===== src/rtl/ball_motion_ctrl.sv =====
// Per-frame ball motion sequencer: synchronises frame_clk, then steers, bounces
// and commits the ball position in ordered single-cycle states.
module ball_motion_ctrl #(
    parameter int unsigned X_CENTER = 320,
    parameter int unsigned Y_CENTER = 240,
    parameter int unsigned X_MIN    = 0,
    parameter int unsigned X_MAX    = 639,
    parameter int unsigned Y_MIN    = 0,
    parameter int unsigned Y_MAX    = 479,
    parameter int unsigned STEP     = 1,
    parameter int unsigned SIZE     = 4
) (
    input  logic        Clk,
    input  logic        Reset_n,
    input  logic        frame_clk,
    input  logic [15:0] keycode,
    output logic [9:0]  BallX,
    output logic [9:0]  BallY,
    output logic [9:0]  BallS,
    output logic        busy,
    output logic        frame_done,
    output logic        overrun
);

    typedef enum logic [2:0] {
        IDLE,
        CAPTURE,
        STEER,
        BOUNCE,
        MOVE,
        DONE
    } state_t;

    localparam logic [9:0]  STEP_POS = 10'(STEP);
    localparam logic [9:0]  STEP_NEG = ~STEP_POS + 10'd1;
    localparam logic [10:0] SIZE_W   = 11'(SIZE);
    localparam logic [10:0] X_HI     = 11'(X_MAX);
    localparam logic [10:0] Y_HI     = 11'(Y_MAX);
    localparam logic [10:0] X_LO     = 11'(X_MIN + SIZE);
    localparam logic [10:0] Y_LO     = 11'(Y_MIN + SIZE);

    state_t      state, state_n;
    logic        fs1, fs2, fs3;
    logic        tick;
    logic [15:0] kq, kq_n;
    logic [9:0]  mx, my, mx_n, my_n;
    logic [9:0]  pos_x, pos_y, pos_x_n, pos_y_n;

    assign tick  = fs2 & ~fs3;
    assign BallX = pos_x;
    assign BallY = pos_y;
    assign BallS = 10'(SIZE);

    always_ff @(posedge Clk or negedge Reset_n) begin
        if (!Reset_n) begin
            state <= IDLE;
        end else begin
            state <= state_n;
        end
    end

    always_comb begin
        state_n    = state;
        kq_n       = kq;
        mx_n       = mx;
        my_n       = my;
        pos_x_n    = pos_x;
        pos_y_n    = pos_y;
        busy       = (state != IDLE);
        frame_done = 1'b0;
        case (state)
            IDLE: begin
                if (tick) state_n = CAPTURE;
            end
            CAPTURE: begin
                kq_n    = keycode;
                state_n = STEER;
            end
            STEER: begin
                case (kq)
                    16'd26: begin my_n = STEP_NEG; mx_n = '0; end
                    16'd22: begin my_n = STEP_POS; mx_n = '0; end
                    16'd7:  begin mx_n = STEP_POS; my_n = '0; end
                    16'd4:  begin mx_n = STEP_NEG; my_n = '0; end
                    default: ;
                endcase
                state_n = BOUNCE;
            end
            BOUNCE: begin
                // Widened compares so pos+SIZE cannot wrap near the top of the range
                if ({1'b0, pos_y} + SIZE_W >= Y_HI)  my_n = STEP_NEG;
                else if ({1'b0, pos_y} <= Y_LO)      my_n = STEP_POS;
                if ({1'b0, pos_x} + SIZE_W >= X_HI)  mx_n = STEP_NEG;
                else if ({1'b0, pos_x} <= X_LO)      mx_n = STEP_POS;
                state_n = MOVE;
            end
            MOVE: begin
                pos_x_n = pos_x + mx;
                pos_y_n = pos_y + my;
                state_n = DONE;
            end
            DONE: begin
                frame_done = 1'b1;
                state_n    = IDLE;
            end
            default: state_n = IDLE;
        endcase
    end

    always_ff @(posedge Clk or negedge Reset_n) begin
        if (!Reset_n) begin
            fs1     <= 1'b0;
            fs2     <= 1'b0;
            fs3     <= 1'b0;
            kq      <= '0;
            mx      <= '0;
            my      <= '0;
            pos_x   <= 10'(X_CENTER);
            pos_y   <= 10'(Y_CENTER);
            overrun <= 1'b0;
        end else begin
            fs1   <= frame_clk;
            fs2   <= fs1;
            fs3   <= fs2;
            kq    <= kq_n;
            mx    <= mx_n;
            my    <= my_n;
            pos_x <= pos_x_n;
            pos_y <= pos_y_n;
            if (tick && state != IDLE) overrun <= 1'b1;
        end
    end

endmodule


===== config.mk =====
export PLATFORM = sky130hd
export DESIGN_NAME = ball_motion_ctrl
export DESIGN_NICKNAME = d
export VERILOG_FILES = /design/src/rtl/ball_motion_ctrl.sv
export SDC_FILE = /design/constraint.sdc
export NUM_CORES = 1
export LEC_CHECK = 0
export CORE_MARGIN = 3
export CORE_UTILIZATION = 35
export DETAILED_ROUTE_END_ITERATION = 6
export GPL_TIMING_DRIVEN = 0
export PLACE_DENSITY_LB_ADDON = 0.1
export SYNTH_ARGS = -nofsm -noshare
export SYNTH_HDL_FRONTEND = slang
export SYNTH_SLANG_ARGS = --single-unit

===== constraint.sdc =====
create_clock -name Clk -period 2.33 [get_ports Clk]
set_input_delay 0.3495 -clock Clk [delete_from_list [all_inputs] [get_ports Clk]]
set_output_delay 0.3495 -clock Clk [all_outputs]
set_load 0.05 [all_outputs]

==> flow_summary.toml <==
[status]
status = "finished, final reports clean"

[finish]
final_cell_mix = "clkdlybuf4s50_1 (39), nand2_1 (35), dfrtp_1 (32)"
n_fill_cell = 867
antenna_cells = 0
seqCellArea_um2 = 1190
final_layout_size_suffix_gt1_share_pct = 17.6
num-nets-final = 472
syn_to_final_growth_pct = 25.8
multiInputGateArea_um2 = 2000
fin_util_pct = 46.5
final_common_cell = "clkdlybuf4s50_1"
fin_area_um2 = 4170

[worst_setup_path]
worst-path-max-fanout = 10
crit_slowest_cell = "dfrtp_2"
crit_type = "reg2reg"
crit_path_start_kind = "flop"
path_cells = "ha_1 -> nand3_1 -> o211ai_1 -> or4_1 -> a31oi_1 -> mux2i_1 -> xnor2_1"
required_ns = 2.57
reg2reg_depth = 7
cp-end-kind = "flop"
r2r_start = "BallX[2]"
cp_data_arrival_time_ns = 2.47
critPathMaxStageDelay_ns = 0.48
rr_endpoint = "BallX[9]"
ff2ff_setup_slack_ns = 0.09

[logic_synthesis]
synth_seq_cells = 47
ys_warn_count = 0
yosys.cell_types.count = 55
synth_cells = 360
seq_area_frac_synth_pct = 35.7
synthFlopType = "dfrtp_1"
synth_area_um2 = 3310
syn_area_per_cell_um2 = 9.21
synth_edf_count = 0
async_flop_share_pct = 100

[placement]
dp_slack_ns = -0.207
placed_area_um2 = 3940
place.gp.congestion = 0.797
io_buffer_count = 41
dp_hpwl_um = 5740

[clock_network]
path_clk_slew_ns = 0.10
root_buffer = "clkbuf_8"
worstSkewPairLatency_ns = 0.30
cts_buffer_depth = 2
cts_tree = "yes"
cts_sinks = 47
cts_made_buffers = 5
ctsHoldBuffers = 0
ctsHtreeMaxLevel = 2

[drt]
routedWlPerCell_um = 13.8
ant_nets = 0
via_count = 2769
first_pass_iters = 4
drt_iter0_drc = 157
wirelength_um = 7630
drc_errors = 0
vias_per_cell = 5.02

[die]
rows = 34
fp.dieH_um = 103
core_um2 = 8980
io-pin-count = 52
initial_core_util_pct = 36.9
die-area_um2 = 10700
fp.dieW_um = 103

[pwr]
pwr-share-comb_pct = 57.9
clock_power_share_pct = 12.7
pwr-share-seq_pct = 29.4
cellLeakagePower_uw = 0.00177
ir_drop_mv = 0.501
sw_frac_of_total_pct = 45.1
p_int_uw = 2740
net-switching-power_uw = 2250
powerDensity_nw_per_um2 = 1190

[global_routing]
grt.overflow.total = 0
grt_pass1_wl_um = 13000
antenna_found_initial = 0
grt_max_degree = 26
grt_pass1_vias = 2685
grt_usage_pct = 15.3

[timing]
worst_pin_slew_ns = 0.592
drv_slew = 0
setup_ws_ns = 0.0932
setup_viol = 0
finalCritPeriodShare_pct = 96.0
max_slew_margin_pct = 60.5
skew_ns = 0.00953
max_freq_mhz = 447
fin_crit_ns = 2.24
grt_setup_unrepaired = "yes"
hold_viol = 0

[worst_hold_path]
hold_path_class = "in2async"

[job]
cap_violations = 0
-- synth_stat cells (3+ instances only) --
master | n | area (um2)
a211oi_1 | 3 | 22.5
a21o_1 | 5 | 37.5
a21oi_1 | 13 | 65.1
a31oi_1 | 4 | 25.0
and3_1 | 5 | 31.3
buf_4 | 11 | 82.6
clkbuf_1 | 11 | 41.3
dfrtp_1 | 41 | 1030
dfstp_2 | 6 | 158
ha_1 | 26 | 325
inv_1 | 18 | 67.6
mux2_2 | 18 | 203
mux2i_1 | 3 | 30.0
nand2_1 | 35 | 131
nand2b_1 | 4 | 25.0
nand3_1 | 11 | 55.1
nor2_1 | 20 | 75.1
nor2b_1 | 6 | 37.5
nor3_1 | 13 | 65.1
nor3b_1 | 3 | 22.5
nor4_1 | 4 | 25.0
o2111ai_1 | 3 | 26.3
o211ai_1 | 9 | 67.6
o21a_1 | 11 | 82.6
o21ai_0 | 17 | 85.1
o21ai_1 | 4 | 20.0
o31ai_1 | 8 | 60.1
or4_1 | 3 | 22.5
xnor2_1 | 7 | 61.3
xor2_1 | 6 | 52.6
-- cell type report --
| type | count | area share (%) |
|---|---|---|
| buffer | 23 | 3.27 |
| inverter | 18 | 1.62 |
| sequential | 47 | 28.7 |
| clock inverter | 3 | 1.14 |
| timing repair buffer | 51 | 11.9 |
| multi-input combinational | 279 | 48.0 |
| clock buffer | 5 | 1.65 |
| tap | 126 | 3.78 |
-- through the flow --
stage               hold slack (ns)  total power, uW   TNS, ns  std cells
floorplan                    0.0539             3490  -0.00822        368
global placement              0.334             4150    -26.88        535
detailed placement            0.335             4190    -0.422        536
CTS                          0.0324             4910         0        547
global route                 0.0612             5420   -0.0900        552
finish                       0.0218             4980         0        552
-- repair_timing --
action / 4_1_cts / 5_1_grt
gates resized for setup: 4 / 12
endpoints found under the setup margin: 6 / 9
pin swaps: 0 / 6
setup buffers: 4 / 5
-- flip-flops by register name (all words and copies together) (netlist names) --
signal	flops
kq	16
BallX	10
BallY	10
state	3
mx	2
my	2
fs1	1
fs2	1
fs3	1
overrun	1
-- routing by layer --
layer / up-vias / track usage (%) / wire length, um
met5: - / 0 / 0
met4: 0 / 3.39 / 69
met3: 6 / 2.82 / 340
met2: 55 / 25.2 / 3490
met1: 1291 / 21.1 / 3730
li1: 1417 / - / -
-- cell families after synthesis --
kind of cell	share of synthesized area, %
AO/OA/AOI/OAI	19.2
AND/OR/NAND/NOR	17.1
adder cells (fa/ha/maj)	11.0
XOR/XNOR	3.44
multiplexers	7.02
flip-flops	35.7
other	0.227
buffers and inverters	6.23
-- worst max path at each step --
stage                        start       end  slack [ns]  cells past startpoint
after floorplan           BallY[3]  BallY[9]      -0.008                      7
after global placement     Reset_n  BallX[2]       -0.80                      1
after detailed placement     my[8]  BallY[9]       -0.21                      7
after CTS                 BallX[1]  BallX[9]        0.04                      7
after global routing      BallX[1]  BallX[9]       -0.09                      7
final                     BallX[2]  BallX[9]        0.09                      7
-- worst max-delay path, delay by kind of cell, from the launching register on --
kind	cells	cell delay, ns
muxes	1	0.23
and+or+nand+nor	2	0.57
AOI/OAI and AO/OA	2	0.39
DFF	1	0.48
xor gates and xnor gates	1	0.13
adders and majority gates	1	0.38
-- power by group through the flow --
stage / Combinational (uW) / Clock (uW) / Sequential [uW]
2_1_floorplan: 1720 / 0 / 1770
3_3_place_gp: 2640 / 0 / 1500
3_5_place_dp: 2680 / 0 / 1510
4_1_cts: 2740 / 670 / 1500
5_1_grt: 3200 / 694 / 1520
6_report: 2880 / 633 / 1470
(Power assumes the default switching activity.)
